--- src/rtl/czono_plus_seq.sv ---
// Index sequencer for the constrained-zonotope Minkowski-sum datapath.
// Walks center, generator, A-matrix and b-vector phases with a start/busy/done/err handshake.
module czono_plus_seq #(
  parameter  int NMAX  = 3,
  parameter  int NGMAX = 15,
  parameter  int NCMAX = 12,
  localparam int NW    = $clog2(NMAX),
  localparam int GW    = $clog2(NGMAX),
  localparam int CW    = $clog2(NCMAX)
) (
  input  logic          clk_i,
  input  logic          rstn_i,
  input  logic          start_i,
  input  logic          abort_i,
  input  logic [NW-1:0] Zn_i,
  input  logic [NW-1:0] Wn_i,
  input  logic [GW-1:0] Zng_i,
  input  logic [GW-1:0] Wng_i,
  input  logic [CW-1:0] Znc_i,
  input  logic [CW-1:0] Wnc_i,
  output logic          busy_o,
  output logic          done_o,
  output logic          err_o,
  output logic          rd_en_o,
  output logic [1:0]    phase_o,
  output logic [CW:0]   row_o,
  output logic [GW:0]   col_o,
  output logic          src_w_o,
  output logic          zero_o,
  output logic          wr_en_o,
  output logic [1:0]    wr_phase_o,
  output logic [CW:0]   wr_row_o,
  output logic [GW:0]   wr_col_o,
  output logic          wr_src_w_o,
  output logic          wr_zero_o
);

  localparam int RW  = CW + 1;
  localparam int CLW = GW + 1;

  typedef enum logic [2:0] {
    S_IDLE,
    S_CENTER,
    S_GEN,
    S_AMAT,
    S_BVEC,
    S_DRAIN,
    S_DONE
  } state_e;

  state_e           r_state;
  state_e           w_state_nxt;
  logic [RW-1:0]    r_row;
  logic [RW-1:0]    w_row_nxt;
  logic [CLW-1:0]   r_col;
  logic [CLW-1:0]   w_col_nxt;

  logic [NW-1:0]    r_n;
  logic [CLW-1:0]   r_ng;
  logic [RW-1:0]    r_nc;
  logic [GW-1:0]    r_zng;
  logic [CW-1:0]    r_znc;
  logic             r_err;

  logic [CLW-1:0]   w_ng_in;
  logic [RW-1:0]    w_nc_in;
  logic             w_dims_ok;
  logic             w_idle;
  logic             w_accept;
  logic             w_row_last_n;
  logic             w_row_last_c;
  logic             w_col_last;
  logic             w_ng_zero;
  logic             w_nc_zero;
  logic             w_row_in_z;
  logic             w_col_in_z;

  // Dimension check happens on the raw inputs so err_o can pulse right after the start cycle.
  assign w_ng_in   = {1'b0, Zng_i} + {1'b0, Wng_i};
  assign w_nc_in   = {1'b0, Znc_i} + {1'b0, Wnc_i};
  assign w_dims_ok = (Zn_i == Wn_i) && (Zn_i != '0) &&
                     (w_ng_in <= CLW'(NGMAX)) && (w_nc_in <= RW'(NCMAX));
  assign w_idle    = (r_state == S_IDLE);
  assign w_accept  = w_idle && start_i && w_dims_ok;

  assign w_row_last_n = (r_row == RW'(r_n) - RW'(1));
  assign w_row_last_c = (r_row == r_nc - RW'(1));
  assign w_col_last   = (r_col == r_ng - CLW'(1));
  assign w_ng_zero    = (r_ng == '0);
  assign w_nc_zero    = (r_nc == '0);
  assign w_row_in_z   = (r_row < {1'b0, r_znc});
  assign w_col_in_z   = (r_col < {1'b0, r_zng});

  // NOTE: sequential state uses non-blocking assignments so every register samples pre-edge values.
  always_ff @(posedge clk_i or negedge rstn_i) begin
    if (!rstn_i) begin
      r_state <= S_IDLE;
      r_row   <= '0;
      r_col   <= '0;
    end else begin
      r_state <= w_state_nxt;
      r_row   <= w_row_nxt;
      r_col   <= w_col_nxt;
    end
  end

  // NOTE: every signal written in always_comb gets a default first so no latch is inferred.
  always_comb begin
    w_state_nxt = r_state;
    w_row_nxt   = r_row;
    w_col_nxt   = r_col;
    unique case (r_state)
      S_IDLE: begin
        if (w_accept) begin
          w_state_nxt = S_CENTER;
          w_row_nxt   = '0;
          w_col_nxt   = '0;
        end
      end
      S_CENTER: begin
        if (w_row_last_n) begin
          w_row_nxt = '0;
          if (!w_ng_zero)      w_state_nxt = S_GEN;
          else if (!w_nc_zero) w_state_nxt = S_BVEC;
          else                 w_state_nxt = S_DRAIN;
        end else begin
          w_row_nxt = r_row + RW'(1);
        end
      end
      S_GEN: begin
        if (w_col_last) begin
          w_col_nxt = '0;
          if (w_row_last_n) begin
            w_row_nxt   = '0;
            w_state_nxt = w_nc_zero ? S_DRAIN : S_AMAT;
          end else begin
            w_row_nxt = r_row + RW'(1);
          end
        end else begin
          w_col_nxt = r_col + CLW'(1);
        end
      end
      S_AMAT: begin
        if (w_col_last) begin
          w_col_nxt = '0;
          if (w_row_last_c) begin
            w_row_nxt   = '0;
            w_state_nxt = S_BVEC;
          end else begin
            w_row_nxt = r_row + RW'(1);
          end
        end else begin
          w_col_nxt = r_col + CLW'(1);
        end
      end
      S_BVEC: begin
        if (w_row_last_c) begin
          w_row_nxt   = '0;
          w_state_nxt = S_DRAIN;
        end else begin
          w_row_nxt = r_row + RW'(1);
        end
      end
      S_DRAIN: w_state_nxt = S_DONE;
      S_DONE:  w_state_nxt = S_IDLE;
      default: w_state_nxt = S_IDLE;
    endcase

    if (abort_i && !w_idle) begin
      w_state_nxt = S_IDLE;
      w_row_nxt   = '0;
      w_col_nxt   = '0;
    end
  end

  always_comb begin
    busy_o  = !w_idle;
    done_o  = (r_state == S_DONE);
    err_o   = r_err;
    rd_en_o = 1'b0;
    phase_o = 2'd0;
    row_o   = '0;
    col_o   = '0;
    src_w_o = 1'b0;
    zero_o  = 1'b0;
    unique case (r_state)
      S_CENTER: begin
        rd_en_o = 1'b1;
        phase_o = 2'd0;
        row_o   = r_row;
      end
      S_GEN: begin
        rd_en_o = 1'b1;
        phase_o = 2'd1;
        row_o   = r_row;
        col_o   = r_col;
        src_w_o = !w_col_in_z;
      end
      S_AMAT: begin
        rd_en_o = 1'b1;
        phase_o = 2'd2;
        row_o   = r_row;
        col_o   = r_col;
        src_w_o = !w_row_in_z;
        zero_o  = (w_row_in_z != w_col_in_z);
      end
      S_BVEC: begin
        rd_en_o = 1'b1;
        phase_o = 2'd3;
        row_o   = r_row;
        src_w_o = !w_row_in_z;
      end
      default: begin
      end
    endcase
  end

  // Operand sizes are captured only on an accepted start; a rejected start leaves them untouched.
  always_ff @(posedge clk_i or negedge rstn_i) begin
    if (!rstn_i) begin
      r_n   <= '0;
      r_ng  <= '0;
      r_nc  <= '0;
      r_zng <= '0;
      r_znc <= '0;
      r_err <= 1'b0;
    end else begin
      r_err <= w_idle && start_i && !w_dims_ok;
      if (w_accept) begin
        r_n   <= Zn_i;
        r_ng  <= w_ng_in;
        r_nc  <= w_nc_in;
        r_zng <= Zng_i;
        r_znc <= Znc_i;
      end
    end
  end

  // Write side trails the read side by one cycle to cover the source memory read latency.
  always_ff @(posedge clk_i or negedge rstn_i) begin
    if (!rstn_i) begin
      wr_en_o    <= 1'b0;
      wr_phase_o <= 2'd0;
      wr_row_o   <= '0;
      wr_col_o   <= '0;
      wr_src_w_o <= 1'b0;
      wr_zero_o  <= 1'b0;
    end else begin
      wr_en_o    <= rd_en_o;
      wr_phase_o <= phase_o;
      wr_row_o   <= row_o;
      wr_col_o   <= col_o;
      wr_src_w_o <= src_w_o;
      wr_zero_o  <= zero_o;
    end
  end

endmodule

--- config.mk ---
export PLATFORM = sky130hd
export DESIGN_NAME = czono_plus_seq
export DESIGN_NICKNAME = d
export VERILOG_FILES = /design/src/rtl/czono_plus_seq.sv
export SDC_FILE = /design/constraint.sdc
export NUM_CORES = 1
export LEC_CHECK = 0
export ABC_CLOCK_PERIOD_IN_PS = 6340
export CORE_ASPECT_RATIO = 1.4
export CORE_MARGIN = 3
export CORE_UTILIZATION = 56
export DETAILED_ROUTE_END_ITERATION = 10
export GPL_ROUTABILITY_DRIVEN = 0
export HOLD_SLACK_MARGIN = 0.08
export PLACE_DENSITY = 0.91
export SLEW_MARGIN = 20
export SYNTH_ARGS = -nofsm -noshare
export SYNTH_HDL_FRONTEND = slang
export SYNTH_SLANG_ARGS = --single-unit
export TNS_END_PERCENT = 30
--- constraint.sdc ---
create_clock -name clk_i -period 6.34 [get_ports clk_i]
set_input_delay 1.268 -clock clk_i [delete_from_list [all_inputs] [get_ports clk_i]]
set_output_delay 1.268 -clock clk_i [all_outputs]
set_load 0.005 [all_outputs]
[After elaboration in Yosys (flattened, before gate mapping)]
Cells that the tools add are included.
Storage, ports and cells
  flip-flop bits (word level): 49
  bits of input ports: 24
  logic and storage cells: 95
Operators by class
  equality and inequality tests: 18
  magnitude comparators: 4
  add/sub/neg operators: 7
  muxes and demuxes: 28
  reduce and logical (&&, ||, !) cells: 23
Operator list (number)
  5-bit two-way mux: 10
  3-bit two-way mux: 10
  5-bit case mux with 5 select lines: 1
  3-bit != test, second input constant: 6
  3-bit case mux with 6 select lines: 1
  5-bit == test: 3
  4-bit by 4-bit adder with 5-bit output: 2
  5-bit by 1-bit adder with 5-bit output, second input constant: 2
  5-bit by 4-bit less-or-equal comparator with 1-bit output, second input constant: 2
  5-bit logical NOT: 2
  5-bit by 4-bit < comparator with 1-bit output: 2
  5-bit case mux with 2 select lines: 1
  5-bit by 1-bit subtractor with 5-bit output, second input constant: 2
  3-bit == test, second input constant: 3
  1-bit logical AND: 7
  7-bit AND reduction: 1
  3-bit by 2-bit == test with 1-bit output, second input constant: 2
  2-bit case mux with 3 select lines: 1
  6-bit nonzero test: 1
  1-bit logical NOT: 4
  4-bit AND reduction: 1
  2-bit OR reduction: 2
  4-bit OR reduction: 1
  3-bit by 1-bit == test with 1-bit output, second input constant: 1
  other kinds (10): 12

[Depth between registers and ports, before layout]
Gate-level depths: netlist (run 1).
  word-level depth: 8
  gate-level depth with buffers: 10

[Worst setup path after synthesis (run 1)]
Ideal clock, no wire load.
  path kind: input -> register
  start point: input Zng_i[0]
  end point: register r_row[3]
  arrival: 3285 ps
  slack: 2929 ps
  stages on the path: 7
  setup time: 126 ps
  path buffers: 0
  path through: ha_1 -> fa_1 -> a21o_1 -> a2111oi_4 -> a31oi_2 -> or2_1 -> a221o_1
Between the ends
  word-level cells in the longest chain between the ends: 7
Ends and longest elaborated chain
  start: declaration: RTL line 17  | input logic [GW-1:0] Zng_i,
  4-bit by 4-bit adder with 5-bit output: RTL line 79  | assign w_ng_in = {1'b0, Zng_i} + {1'b0, Wng_i};
  5-bit by 4-bit less-or-equal comparator with 1-bit output: RTL line 82  | (w_ng_in <= CLW'(NGMAX)) && (w_nc_in <= RW'(NCMAX));
  1-bit logical AND: RTL line 81  | assign w_dims_ok = (Zn_i == Wn_i) && (Zn_i != '0) &&
  1-bit logical AND: RTL line 82
  1-bit logical AND: RTL line 84  | assign w_accept = w_idle && start_i && w_dims_ok;
  3-bit by 1-bit != test with 1-bit output (no line)
  4-bit AND reduction (no line)
  end signal: assignment: RTL line 102  | r_row <= w_row_nxt;
  end: declaration: RTL line 53  | logic [RW-1:0] r_row;
Every way passes these cells.
A chain may end at the register's enable or synchronous reset.

[Worst setup path after layout (run 1)]
  start point: register r_row[1]
  end point: output src_w_o
Between the ends
  word-level cells in the longest chain between the ends: 3
Ends and longest elaborated chain
  5-bit by 4-bit < comparator with 1-bit output: RTL line 91  | assign w_row_in_z = (r_row < {1'b0, r_znc});
  1-bit logical NOT: RTL line 204, 211
  1-bit case mux with 2 select lines: RTL line 186  | unique case (r_state)
  end: declaration: RTL line 28  | output logic src_w_o,
Every way passes these cells.

==> summary.txt, run 1 <==
Run status
  • Status: completed

Synth
  • Post-synth ARST share: 1.00
  • Synthesized instance count: around 280
  • Post-Synth Adder-Cell Area: 0.0981
  • Synth top cells by count: 49 x dfrtp_1, 20 x inv_1, 19 x ha_1, 18 x nand2_1, 17 x xnor2_1
  • Post-synth EDFFs: 0
  • Ranking of synthesized cells by area: dfrtp_1 42%, ha_1 8.1%, mux2_2 5.8%, xnor2_1 5.1%, inv_1 2.6%
  • Post-Synthesis Cell Area: 0.00293 sq mm
  • Fraction of the mapped netlist area in simple logic gates: 0.139
  • Synth cell types: 55
  • Most frequent cell after synthesis: dfrtp_1
  • Cell taking the most area after synthesis: dfrtp_1
  • Register area share after synthesis: 0.418
  • Synth Area in Compound Gates: 0.169
  • Post-synthesis xor/xnor area fraction: 0.0687
  • Synthesis-stage register bit count: ~50
  • YS warnings: 0
  • Synthesized area per cell: about 11 sq um
  • Mux cell area share after synthesis: 0.0576
  • Synth top area share: 0.418
  • Net Count, Synth: 320
  • Synth Flop Type: dfrtp_1
  • Main combinational cell family by area after synthesis: compound AO/OA/AOI/OAI gates

Routing
  • Starting DRT DRC Count: 97
  • Vias: roughly 2200
  • DRC Markers: 0
  • Via density: 5.72
  • Final wirelength: 5570 um
  • Detailed Routing Iterations Pass 1: 4
  • Antenna-violating nets left: 0
  • Avg WL per Cell: ~14 um

Placement
  • Post-place setup slack: between 2 and 2.5 ns
  • Port bufs: 56
  • DP HPWL: 4310 um
  • Placed cell area: 0.00350 sq mm

Clock tree
  • Clock tree buffer depth: 2
  • Number of buffers added for setup after CTS: 0
  • CTS tree: yes
  • Post_cts resized: 0
  • Reg clk slew, reported paths: 0.08 ns
  • H-tree levels: 2
  • Clk root buf: clkbuf_8
  • Worst-Skew Late Latency: approximately 0.3 ns
  • Clock sinks: slightly below 50
  • Hold buffers post-CTS: 0
  • Num CTS Buffers: 5

Cells and area
  • # nets final: ~370
  • Fraction of layout cells with a size suffix above 1: 0.116
  • Fin util: 0.722
  • Final instance area: roughly 0.0036 sq mm
  • Antenna cells: 0
  • Area Overhead vs Synth: 21.9%

Critical path
  • Critical path class: flop to output pin
  • Worst Setup SP: r_row[1]$_DFFE_PN0P_
  • Crit path launch type: flop
  • Crit path DAT: ~2.8 ns
  • Crit. End Element: output pin
  • R2R Path Start: r_state[1]$_DFFE_PN0P_
  • WP data required: around 5 ns
  • Crit Path Max Fanout: 7
  • R2R setup slack: 3.90 ns

Hold path
  • Hold_sp: r_znc[1]$_DFFE_PN0P_
  • Worst min path class: flop to flop

Power and ir drop
  • P_leak: between 0.0015 and 0.002 uW
  • VDD IR-drop max: between 0.00015 and 0.0002 V
  • PD cells: between 300 and 400 mW/mm^2
  • Total power: about 1200 uW

STA
  • Slew HR: 0.561
  • RSZ-0062 raised after global routing: false
  • Hold Vio Cnt, Final: 0
  • Max-slew violation count: 0
  • Total negative slack: 0 ns
  • Clk_skew: roughly 0.0053 ns
  • Worst-Margin Slew: around 0.66 ns
  • Min cycle time layout: 4.02 ns
  • Setup violation total in the final timing report: 0
  • Setup WS post-layout: ~2.3 ns
  • Fmax: about 250 MHz
  • Final Cycle Share: 0.635

Floorplanning
  • Area of the die: 0.00615 sq mm
  • Die W: 67.2 um
  • Die Height: 91.6 um
  • Core area: 0.00495 sq mm
  • Initial Util: 0.592
  • Row count: 30
  • I/O Pins: 57

Job
  • Max-Cap Viols: 0

Global routing
  • Antenna violations before repair: 0
  • Largest net degree at the start of global routing: 50
  • Vias in the first global route: approximately 2200
  • Remaining Overflow, GRT: 0
  • Total GRT Usage: 0.201
  • First-pass GRT wire length: ~10000 um
## sequential cells by signal (all words and copies together) (netlist names)
| signal | cells |
|---|---|
| wr_src_w_o | 1 |
| wr_zero_o | 1 |
| wr_row_o | 5 |
| r_row | 5 |
| r_state | 3 |
| r_znc | 4 |
| wr_phase_o | 2 |
| r_zng | 4 |
| r_ng | 5 |
| r_n | 2 |
| wr_col_o | 5 |
| r_nc | 5 |
| err_o | 1 |
| wr_en_o | 1 |
| r_col | 5 |
## stage by stage
step                hold slack [ns]  std cells
floorplan                     0.450        275
global route                  0.528        392
detailed placement            0.499        386
global placement              0.470        386
finish                        0.515        392
CTS                           0.517        392
## metal layers
metal | share of wire | global-route usage | vias to the layer above
li1 | - | - | 1081
met1 | 0.41 | 0.245 | 1079
met2 | 0.52 | 0.349 | 73
met3 | 0.047 | 0.0221 | 10
met4 | 0.022 | 0.0863 | 0
met5 | 0 | 0 | -
## layout by cell type (no fill, tap or decap), types with 2 or more instances in the layout
| cell | synthesis | layout |
|---|---|---|
| a211o_2 | 2 | 2 |
| o211ai_1 | 3 | 3 |
| ha_1 | 19 | 19 |
| nand2b_1 | 4 | 4 |
| fa_1 | 2 | 2 |
| o2bb2ai_1 | 2 | 2 |
| and3_1 | 3 | 3 |
| a22o_1 | 4 | 4 |
| nor4_1 | 2 | 2 |
| o41ai_1 | 3 | 3 |
| nand3_1 | 5 | 5 |
| a2111oi_4 | 2 | 2 |
| a21o_1 | 7 | 7 |
| a211oi_1 | 2 | 2 |
| clkbuf_8 | 1 | 5 |
| mux2_2 | 15 | 15 |
| and2_1 | 11 | 11 |
| nor2_1 | 14 | 14 |
| xor2_1 | 6 | 6 |
| nor3_1 | 6 | 6 |
| a22o_2 | 2 | 2 |
| clkdlybuf4s50_1 | 0 | 55 |
| dfrtp_1 | 49 | 49 |
| xnor2_1 | 17 | 17 |
| o21ai_0 | 11 | 11 |
| a21oi_1 | 8 | 8 |
| o21bai_1 | 2 | 2 |
| inv_1 | 20 | 20 |
| nand2_1 | 18 | 18 |
| a31oi_1 | 5 | 5 |
## cells by family (layout without fill, tap and decap cells)
group / after synthesis / after routing
AO/OA/AOI/OAI: 62 / 62
XOR/XNOR: 23 / 23
adder cells (fa/ha/maj): 22 / 22
buffers and inverters: 29 / 82
flip-flops: 49 / 49
multiplexers: 15 / 15
AND/OR/NAND/NOR: 75 / 75
## final timing paths
check | endpoint | depth (start not counted)
worst min register to register | r_znc[1]$_DFFE_PN0P_ | 2
max in group asynchronous | wr_row_o[4]$_DFF_PN0_ | 1
worst max register to register | r_row[0]$_DFFE_PN0P_ | 6
worst max-delay path | src_w_o | 7
worst min-delay path | r_znc[1]$_DFFE_PN0P_ | 2
min in group asynchronous | r_znc[1]$_DFFE_PN0P_ | 1
## power breakdown
group          internal, uW  leakage [uW]  switching, uW  total (uW)
Combinational           316      0.000905            287         603
Clock                  72.7     0.0000399           93.3         166
Sequential              389      0.000658           85.2         474
Total                   777       0.00160            466        1240
## final cells by class
class | instances | area (sq um)
inverters | 20 | 75.1
repair buffers | 56 | 558
clock buffers | 5 | 68.8
multi-input cells | 197 | 1560
flip-flops and latches | 49 | 1230
well taps | 64 | 80.1
clock inverters | 1 | 5.00
fillers | 365 | 1380
## critical path, cell delays in order (launching register included)
cell and delay (ns):
dfrtp_1 0.48, ha_1 0.34, a21o_1 0.15, a21o_1 0.17, a211oi_1 0.51, o22a_1 0.24
o22ai_1 0.08, clkdlybuf4s50_1 0.48
Note: power is estimated with default switching activity, not from simulation.
==> run 2: changes to the inputs <==
- ABC_CLOCK_PERIOD_IN_PS: 6340 -> 3490
- CORE_UTILIZATION: 56 -> 47
- PLACE_DENSITY: 0.91 -> 0.82
- clock period: 6.34 -> 3.49 ns (I/O delays scaled with it)
==> run 2 against run 1 <==
  * Worst hold slack got worse by 0.11 ns
  * First-iteration DRC count increased by 54%
  * Flip-flop and latch count unchanged
  * Critical path type is now input port to flop
  * Largest cell class unchanged
==> summary.txt, run 2 (synthesized netlist as in run 1, its figures left out) <==
Run status
  • Status: completed

Floorplanning
  • Die W: about 73 um
  • Area of the die: a little over 0.007 sq mm
  • I/O Pins: between 50 and 60
  • Initial Util: 0.493
  • Die Height: just under 100 um
  • Core area: slightly below 0.006 sq mm
  • Row count: 33

STA
  • Fmax: a little over 300 MHz
  • Min cycle time layout: ~3.3 ns
  • Setup violation total in the final timing report: 0
  • Max-slew violation count: 0
  • Clk_skew: approximately 0.0060 ns
  • Hold Vio Cnt, Final: 0
  • RSZ-0062 raised after global routing: false
  • Final Cycle Share: 0.949
  • Worst hold slack: roughly 0.41 ns
  • Worst-Margin Slew: about 0.64 ns
  • Slew HR: 0.571

Clock tree
  • H-tree levels: 2
  • Hold buffers post-CTS: 0
  • Worst-Skew Late Latency: around 0.30 ns
  • Clk root buf: clkbuf_8
  • Reg clk slew, reported paths: 0.09 ns
  • CTS tree: yes
  • Num CTS Buffers: 5
  • Clock sinks: 49
  • Clock tree buffer depth: 2

Critical path
  • Crit-path slowest cell: clkdlybuf4s50_1
  • Crit path DAT: roughly 3.5 ns
  • Crit path launch type: input port
  • R2R Path Start: r_state[1]$_DFFE_PN0P_
  • Reg2Reg Depth: 6
  • Crit path max-delay family: compound AO/OA/AOI/OAI gates
  • Crit Path Max Fanout: 9
  • Crit-path max cell delay: 0.49 ns
  • CP Cell Sequence: clkdlybuf4s50_1, ha_1, inv_1, fa_1, xnor2_1, o211ai_1, a22o_2, a31oi_2, nor3b_2, a221o_1
  • Worst Setup SP: Znc_i[0]
  • R2R setup slack: slightly above 0.9 ns
  • Critical path class: input port to flop
  • Crit. End Element: flop
  • Crit Reg-Reg Endpoint: r_row[0]$_DFFE_PN0P_
  • Critical path buffers and inverters: 2
  • WP data required: around 3.7 ns

Cells and area
  • Antenna cells: 0
  • Final instance area: 0.00365 sq mm
  • # nets final: 379
  • Commonest cells after routing, fill and taps aside: 55 x clkdlybuf4s50_1, 49 x dfrtp_1, 20 x inv_1, 19 x ha_1, 18 x nand2_1
  • Fraction of layout cells with a size suffix above 1: 0.137
  • Area Overhead vs Synth: 24.5%
  • Most common library cell in the layout ignoring fill and taps: clkdlybuf4s50_1
  • Fill cell count: roughly 520
  • Final Instance Count excl. Fillers: around 400

Global routing
  • First-pass GRT wire length: 10600 um
  • Remaining Overflow, GRT: 0
  • Total GRT Usage: 0.182
  • Vias in the first global route: roughly 2300
  • Antenna violations before repair: 0
  • Largest net degree at the start of global routing: 29

Placement
  • Port bufs: 56
  • Placed instance count: about 400
  • DP HPWL: around 4700 um
  • Placed cell area: around 0.0035 sq mm

Routing
  • Antenna-violating nets left: 0
  • Detailed Routing Iterations Pass 1: 5
  • Avg WL per Cell: about 15 um
  • Starting DRT DRC Count: approximately 150
  • DRC Markers: 0
  • Vias: around 2300
  • Via density: approximately 5.6
  • Final wirelength: approximately 6100 um

Power and ir drop
  • P_leak: 0.00164 uW
  • VDD IR-drop max: ~0.00033 V
  • PD cells: 649 mW/mm^2

Hold path
  • Worst min path class: input port to async pin

Job
  • Max-Cap Viols: 0
-- run 2: cell count changes in the layout (fill, tap and decap cells not counted), sizes merged --
cell    delta
buf        +5
clkbuf     +2
-- run 2: layout make-up --
cell class                      count  area [sq um]  area share
Tap cell                           70          87.6      0.0240
Inverter                           20          75.1      0.0206
Clock inverter                      1          5.00     0.00137
Clock buffer                        7          96.3      0.0264
Timing Repair Buffer               61           593       0.162
Sequential cell                    49          1230       0.336
Multi-Input combinational cell    197          1570       0.429
-- run 2: repair_timing --
action | in CTS | in global routing
setup buffers | 0 | 0
endpoints found under the setup margin | 0 | 1
gates resized for setup | 0 | 1
-- run 2: where the power goes --
group | total [uW] | internal [uW] | leakage, uW | switching (uW)
Sequential | 861 | 706 | 0.000658 | 155
Clock | 372 | 180 | 0.0000542 | 192
Combinational | 1140 | 595 | 0.000928 | 542
Total | 2370 | 1480 | 0.00164 | 890
-- run 2: metrics by stage --
stage / setup slack, ns / total power (uW) / setup TNS [ns] / utilization
floorplan: 0.649 / 1610 / 0 / -
global placement: 0.0574 / 1940 / 0 / 0.596
detailed placement: -0.169 / 2000 / -0.495 / 0.596
CTS: 0.146 / 2380 / 0 / 0.613
global route: 0.0467 / 2550 / 0 / 0.614
finish: 0.178 / 2370 / 0 / 0.614
-- run 2: worst max-delay path by stage --
stage / to / slack (ns) / cells past startpoint
2_1_floorplan: r_row[3]$_DFFE_PN0P_ / 0.65 / 7
3_3_place_gp: r_row[3]$_DFFE_PN0P_ / 0.06 / 10
3_5_place_dp: r_row[3]$_DFFE_PN0P_ / -0.17 / 10
4_1_cts: src_w_o / 0.15 / 7
5_1_grt: zero_o / 0.05 / 8
6_report: r_row[3]$_DFFE_PN0P_ / 0.18 / 10
-- run 2: per-layer routing --
metal	part of all wire	track usage	vias to the layer above
met3	0.038	0.0273	8
met2	0.52	0.314	64
met1	0.42	0.232	1108
met5	0	0	-
li1	-	-	1090
met4	0.013	0.0582	0
